==> src/rtl/bcd_serial_add_ctrl_if.sv <==
// Operand/result bundle of the digit-serial BCD adder controller.
// The master supplies operands and a start request; the slave returns the result.
interface bcd_serial_add_ctrl_if #(
  parameter int DIGITS = 4
);
  localparam int W = 4 * DIGITS;

  logic         i_start;
  logic [W-1:0] i_a;
  logic [W-1:0] i_b;
  logic         i_cin;
  logic         o_busy;
  logic         o_done;
  logic [W-1:0] o_sum;
  logic         o_carry;
  logic         o_error;

  modport master (
    output i_start,
    output i_a,
    output i_b,
    output i_cin,
    input  o_busy,
    input  o_done,
    input  o_sum,
    input  o_carry,
    input  o_error
  );

  modport slave (
    input  i_start,
    input  i_a,
    input  i_b,
    input  i_cin,
    output o_busy,
    output o_done,
    output o_sum,
    output o_carry,
    output o_error
  );

endinterface

==> src/rtl/bcd_serial_add_ctrl.sv <==
// Digit-serial packed-BCD adder controller.
// One external 4-bit adder is reused for the binary add and the +6 fix-up.
module bcd_serial_add_ctrl #(
  parameter int DIGITS = 4
) (
  input  logic                        i_clk,
  input  logic                        i_reset,
  bcd_serial_add_ctrl_if.slave        bus,
  output logic [3:0]                  o_add_a,
  output logic [3:0]                  o_add_b,
  output logic                        o_add_c,
  input  logic [3:0]                  i_add_sum,
  input  logic                        i_add_carry
);

  localparam int KW = (DIGITS > 1) ? $clog2(DIGITS) : 1;
  localparam logic [KW-1:0] K_LAST = KW'(DIGITS - 1);

  typedef enum logic [1:0] {
    S_IDLE,
    S_ADD,
    S_CORRECT,
    S_DONE
  } state_t;

  typedef logic [DIGITS-1:0][3:0] bcd_t;

  state_t          state_q;
  bcd_t            opa_q;
  bcd_t            opb_q;
  bcd_t            res_q;
  bcd_t            res_d;
  logic [KW-1:0]   k_q;
  logic            c_q;
  logic [3:0]      raw_q;
  logic            rawc_q;
  logic            fix;
  logic            busy_q;
  logic            done_q;
  bcd_t            sum_q;
  logic            carry_q;
  logic            err_q;
  logic            bad_ops;

  function automatic logic has_bad_nibble(input bcd_t v);
    logic bad;
    bad = 1'b0;
    for (int i = 0; i < DIGITS; i++) begin
      if (v[i] > 4'd9) bad = 1'b1;
    end
    return bad;
  endfunction

  // Operand legality check on the live inputs at start time.
  always_comb begin
    bad_ops = has_bad_nibble(bcd_t'(bus.i_a))
            | has_bad_nibble(bcd_t'(bus.i_b));
  end

  // Decimal fix-up is needed when the binary digit sum exceeds 9.
  always_comb begin
    fix = rawc_q | (raw_q > 4'd9);
  end

  // Working result with the current digit replaced by the adder output.
  always_comb begin
    res_d = res_q;
    res_d[k_q] = i_add_sum;
  end

  // Steer the shared adder from the current state.
  always_comb begin
    o_add_a = 4'd0;
    o_add_b = 4'd0;
    o_add_c = 1'b0;
    case (state_q)
      S_ADD: begin
        o_add_a = opa_q[k_q];
        o_add_b = opb_q[k_q];
        o_add_c = c_q;
      end
      S_CORRECT: begin
        o_add_a = raw_q;
        o_add_b = fix ? 4'd6 : 4'd0;
        o_add_c = 1'b0;
      end
      default: begin
        o_add_a = 4'd0;
        o_add_b = 4'd0;
        o_add_c = 1'b0;
      end
    endcase
  end

  // Sequencer: state, working registers and registered outputs.
  always_ff @(posedge i_clk) begin
    if (i_reset) begin
      state_q <= S_IDLE;
      opa_q   <= '0;
      opb_q   <= '0;
      res_q   <= '0;
      k_q     <= '0;
      c_q     <= 1'b0;
      raw_q   <= 4'd0;
      rawc_q  <= 1'b0;
      busy_q  <= 1'b0;
      done_q  <= 1'b0;
      sum_q   <= '0;
      carry_q <= 1'b0;
      err_q   <= 1'b0;
    end else begin
      case (state_q)
        S_IDLE: begin
          done_q <= 1'b0;
          if (bus.i_start) begin
            opa_q <= bcd_t'(bus.i_a);
            opb_q <= bcd_t'(bus.i_b);
            c_q   <= bus.i_cin;
            k_q   <= '0;
            res_q <= '0;
            err_q <= 1'b0;
            if (bad_ops) begin
              state_q <= S_DONE;
              done_q  <= 1'b1;
              sum_q   <= '0;
              carry_q <= 1'b0;
              err_q   <= 1'b1;
            end else begin
              state_q <= S_ADD;
              busy_q  <= 1'b1;
            end
          end
        end
        S_ADD: begin
          raw_q   <= i_add_sum;
          rawc_q  <= i_add_carry;
          state_q <= S_CORRECT;
        end
        S_CORRECT: begin
          res_q <= res_d;
          c_q   <= fix;
          if (k_q == K_LAST) begin
            state_q <= S_DONE;
            busy_q  <= 1'b0;
            done_q  <= 1'b1;
            sum_q   <= res_d;
            carry_q <= fix;
          end else begin
            k_q     <= k_q + KW'(1);
            state_q <= S_ADD;
          end
        end
        S_DONE: begin
          done_q  <= 1'b0;
          state_q <= S_IDLE;
        end
        default: begin
          state_q <= S_IDLE;
          busy_q  <= 1'b0;
          done_q  <= 1'b0;
        end
      endcase
    end
  end

  assign bus.o_busy  = busy_q;
  assign bus.o_done  = done_q;
  assign bus.o_sum   = sum_q;
  assign bus.o_carry = carry_q;
  assign bus.o_error = err_q;

endmodule

==> src/flat_wrapper.sv <==
// flat-port wrapper written by rule: the top's interface ports become plain ports
module bcd_serial_add_ctrl_flat 
#(
  parameter int DIGITS = 4
)
  (i_clk, i_reset, o_add_a, o_add_b, o_add_c, i_add_sum, i_add_carry, bus_i_start, bus_i_a, bus_i_b, bus_i_cin, bus_o_busy, bus_o_done, bus_o_sum, bus_o_carry, bus_o_error);
  bcd_serial_add_ctrl_if #(.DIGITS(DIGITS)) bus_i ();
  input  logic i_clk;
  input  logic i_reset;
  output logic [3:0] o_add_a;
  output logic [3:0] o_add_b;
  output logic o_add_c;
  input  logic [3:0] i_add_sum;
  input  logic i_add_carry;
  input wire logic [$bits(bus_i.i_start)-1:0] bus_i_start;
  input wire logic [$bits(bus_i.i_a)-1:0] bus_i_a;
  input wire logic [$bits(bus_i.i_b)-1:0] bus_i_b;
  input wire logic [$bits(bus_i.i_cin)-1:0] bus_i_cin;
  output wire logic [$bits(bus_i.o_busy)-1:0] bus_o_busy;
  output wire logic [$bits(bus_i.o_done)-1:0] bus_o_done;
  output wire logic [$bits(bus_i.o_sum)-1:0] bus_o_sum;
  output wire logic [$bits(bus_i.o_carry)-1:0] bus_o_carry;
  output wire logic [$bits(bus_i.o_error)-1:0] bus_o_error;
  assign bus_i.i_start = bus_i_start;
  assign bus_i.i_a = bus_i_a;
  assign bus_i.i_b = bus_i_b;
  assign bus_i.i_cin = bus_i_cin;
  assign bus_o_busy = bus_i.o_busy;
  assign bus_o_done = bus_i.o_done;
  assign bus_o_sum = bus_i.o_sum;
  assign bus_o_carry = bus_i.o_carry;
  assign bus_o_error = bus_i.o_error;
  bcd_serial_add_ctrl #(.DIGITS(DIGITS)) u_core (.i_clk(i_clk), .i_reset(i_reset), .bus(bus_i), .o_add_a(o_add_a), .o_add_b(o_add_b), .o_add_c(o_add_c), .i_add_sum(i_add_sum), .i_add_carry(i_add_carry));
endmodule
==> config.mk <==
export PLATFORM = sky130hd
export DESIGN_NAME = bcd_serial_add_ctrl_flat
export DESIGN_NICKNAME = d
export VERILOG_FILES = /design/src/rtl/bcd_serial_add_ctrl_if.sv /design/src/rtl/bcd_serial_add_ctrl.sv /design/src/flat_wrapper.sv
export SDC_FILE = /design/constraint.sdc
export NUM_CORES = 1
export LEC_CHECK = 0
export ABC_AREA = 1
export CORE_UTILIZATION = 57
export CTS_BUF_LIST = sky130_fd_sc_hd__clkbuf_4
export DETAILED_ROUTE_END_ITERATION = 16
export GPL_TIMING_DRIVEN = 0
export PLACE_DENSITY_LB_ADDON = 0.2
export SLEW_MARGIN = 20
export SYNTH_ARGS = -nofsm -noshare
export SYNTH_HDL_FRONTEND = slang
export SYNTH_SLANG_ARGS = --single-unit
==> constraint.sdc <==
create_clock -name i_clk -period 4.4 [get_ports i_clk]
set_clock_uncertainty 0.1 [all_clocks]
set_input_delay 0.88 -clock i_clk [delete_from_list [all_inputs] [get_ports i_clk]]
set_output_delay 0.88 -clock i_clk [all_outputs]
set_load 0.02 [all_outputs]
==> qor.csv <==
stage,metric,value,unit
cells_and_area,syn2layout_area_growth,25.6,%
timing,rsz0062_at_grt,false,
run,cap_violations,0,
setup_path,critPathArrivalTime,2.73,ns
yosys,syn_area_per_cell,7.24,um^2
setup_path,critPathLaunchType,flop,
cells_and_area,num_antenna_cells,0,
clocking,cts_max_level,3,
yosys,synth_top_area_cell,dfxtp_1,
yosys,ys_types,25,
timing,maxSlewHeadroom,61.2,%
timing,finalCritPeriodShare,84.4,%
floorplan,die_y,80.4,um
floorplan,initial_core_util,59.2,%
power_and_ir_drop,vdd_drop_max,346,uV
clocking,cts_root_buffer,clkbuf_4,
routing,drt_wl_total,9760,um
clocking,cts_made_buffers,9,
power_and_ir_drop,p_leak,1.78,nW
routing,ant_nets,0,
timing,setup-tns-final,0,ns
floorplan,core_area,5920,um^2
routing,drcViolationCount,0,
cells_and_area,final_cell_mix,"108 x nor2_1, 94 x o21ai_0, 78 x dfxtp_1, 69 x clkdlybuf4s50_1, 59 x a21oi_1",
clocking,clkLatencyLatePin,0.43,ns
global_route,grt_max_degree,14,
place,gp_congestion,0.934,
floorplan,row_count,28,
outcome,status,completed,
floorplan,ios,70,
yosys,synth-seq-cells,78,
clocking,cts_resized,0,
global_route,antenna_found_initial,0,
cells_and_area,stdcell_area,4400,um^2
yosys,synth_warnings,0,
timing,fin_crit,3.71,ns
timing,drv_slew,0,
place,portBuffers,69,
routing,via_per_inst,5.63,
cells_and_area,ff_latch_area,1560,um^2
cells_and_area,final_common_cell,nor2_1,
clocking,post-cts-setup-buffers,0,
global_route,grt_overflow_total,0,
routing,top_layer_used,met4,
routing,routed-via-count,3627,
clocking,clk_pin_slew,0.12,ns
floorplan,die_w,80.4,um
yosys,netlist_instances,484,
timing,timing.fmax,269,MHz
routing,wl_met1,4350,um
routing,wl_per_cell,15.2,um
timing,tightest_slew,0.581,ns
place,dpl.hpwl,6960,um
setup_path,crit_required,3.42,ns
timing,final_hold_viol_count,0,
yosys,synth_edf_count,0,
timing,setup_slack,0.687,ns
cells_and_area,layout-drive-gt1-share,5.80,%
yosys,synth_area_leaders,"dfxtp_1 45%, o21ai_0 13%, nor2_1 12%, a21oi_1 8.4%, nand2_1 4.5%",
setup_path,path_max_fanout,10,
global_route,grt_use_total,31.6,%
yosys,async_reset_ff_share,0,%
yosys,syn-cell-area,3500,um^2
setup_path,r2r_slack,1.98,ns
clocking,clock_sinks,78,
yosys,synth_ff_type,dfxtp_1,
cells_and_area,final_nets,613,
setup_path,end_kind,output port,
timing,setup_violations,0,
place,placed_cell_area,4290,um^2
yosys,seq_area_frac_synth,44.6,%
floorplan,die_area,6460,um^2
clocking,hold_buffers,0,
place,dp_slack,1.24,ns
routing,drtPass1Iterations,5,
power_and_ir_drop,power.density,396,nW/um^2
yosys,synth_nets,533,
cells_and_area,multi_input_area,1720,um^2
worst_hold_path,hp-class,reg -> reg,
cells_and_area,n_fill_cell,500,
yosys,yosysTopAreaCellShare,44.6,%
routing,drt-initial-drc-count,380,
routing,dr_wl_met2,4450,um
global_route,grt_pass1_vias,3217,
clocking,clockBufferDepth,2,
clocking,cts_tree,yes,
routing,wl_met3,803,um
global_route,grt_pass1_wl,15500,um
setup_path,critPathKind,reg -> out,
timing,hold_slack,0.395,ns
-- worst paths after layout --
check                             startpoint                          endpoint  cells past startpoint
max               u_core.k_q[1]$_SDFFE_PP0P_                        o_add_b[0]                      6
min          u_core.bus.o_error$_SDFFE_PP0P_   u_core.bus.o_error$_SDFFE_PP0P_                      2
max reg2reg       u_core.k_q[1]$_SDFFE_PP0P_  u_core.bus.o_sum[3]$_SDFFE_PP0P_                      7
min reg2reg  u_core.bus.o_error$_SDFFE_PP0P_   u_core.bus.o_error$_SDFFE_PP0P_                      2
-- final cells by class --
class / count / area share (%)
tap: 75 / 2.13
clock inverter: 6 / 0.881
inverter: 18 / 1.59
timing repair buffer: 69 / 15.7
clock buffer: 10 / 1.71
multi-input combinational: 357 / 39.1
sequential: 78 / 35.5
buffer: 31 / 3.44
-- cells by family (layout without fill, tap and decap cells) --
| logic type | Yosys count | count (layout) | share of synthesized area, % |
|---|---|---|---|
| buffers and inverters | 49 | 134 | 6.32 |
| adder cells (fa/ha/maj) | 8 | 8 | 2.86 |
| AO/OA/AOI/OAI | 168 | 168 | 25.1 |
| flip-flops | 78 | 78 | 44.6 |
| AND/OR/NAND/NOR | 181 | 181 | 21.1 |
-- synthesized netlist by cell type, drive strengths merged (2+ instances only) --
cell	n
nor2	110
o21ai	95
dfxtp	78
a21oi	59
nand2	43
nand3	28
clkbuf	20
inv	16
buf	11
ha	8
o22ai	6
a22oi	4
clkinv	2
-- registers in the layout (all words and copies together), names as in the netlist, 2 cells and up --
signal,count
u_core.bus.o_sum,16
u_core.k_q,2
u_core.opa_q,16
u_core.opb_q,16
u_core.raw_q,4
u_core.res_q,16
u_core.state_q,2
-- metal layers --
layer,vias to the layer above,global-route usage [%]
met3,20,4.55
li1,1797,-
met2,179,50.1
met5,-,0
met4,0,10.7
met1,1631,43.7
-- through the flow --
step / power, mW / instances / util [%]
CTS: 1.73 / 644 / 74.3
finish: 1.74 / 644 / 74.3
detailed placement: 1.37 / 628 / 72.4
global placement: 1.35 / 628 / 72.4
global route: 1.83 / 644 / 74.3
floorplan: 1.18 / 484 / -
-- where the power goes --
part	switching [mW]	internal (mW)	total [mW]
Sequential	0.0487	0.800	0.849
Combinational	0.302	0.211	0.512
Clock	0.262	0.120	0.382
Total	0.612	1.13	1.74
-- worst max-delay path, cell delays in order, from the launching register on --
cell             delay, ns
dfxtp_1               0.41
clkbuf_1              0.41
clkinv_1              0.42
nor2_1                0.18
o21ai_0               0.10
a21oi_1               0.15
clkdlybuf4s50_1       0.62
No activity file was read; power rests on OpenSTA's default activity.
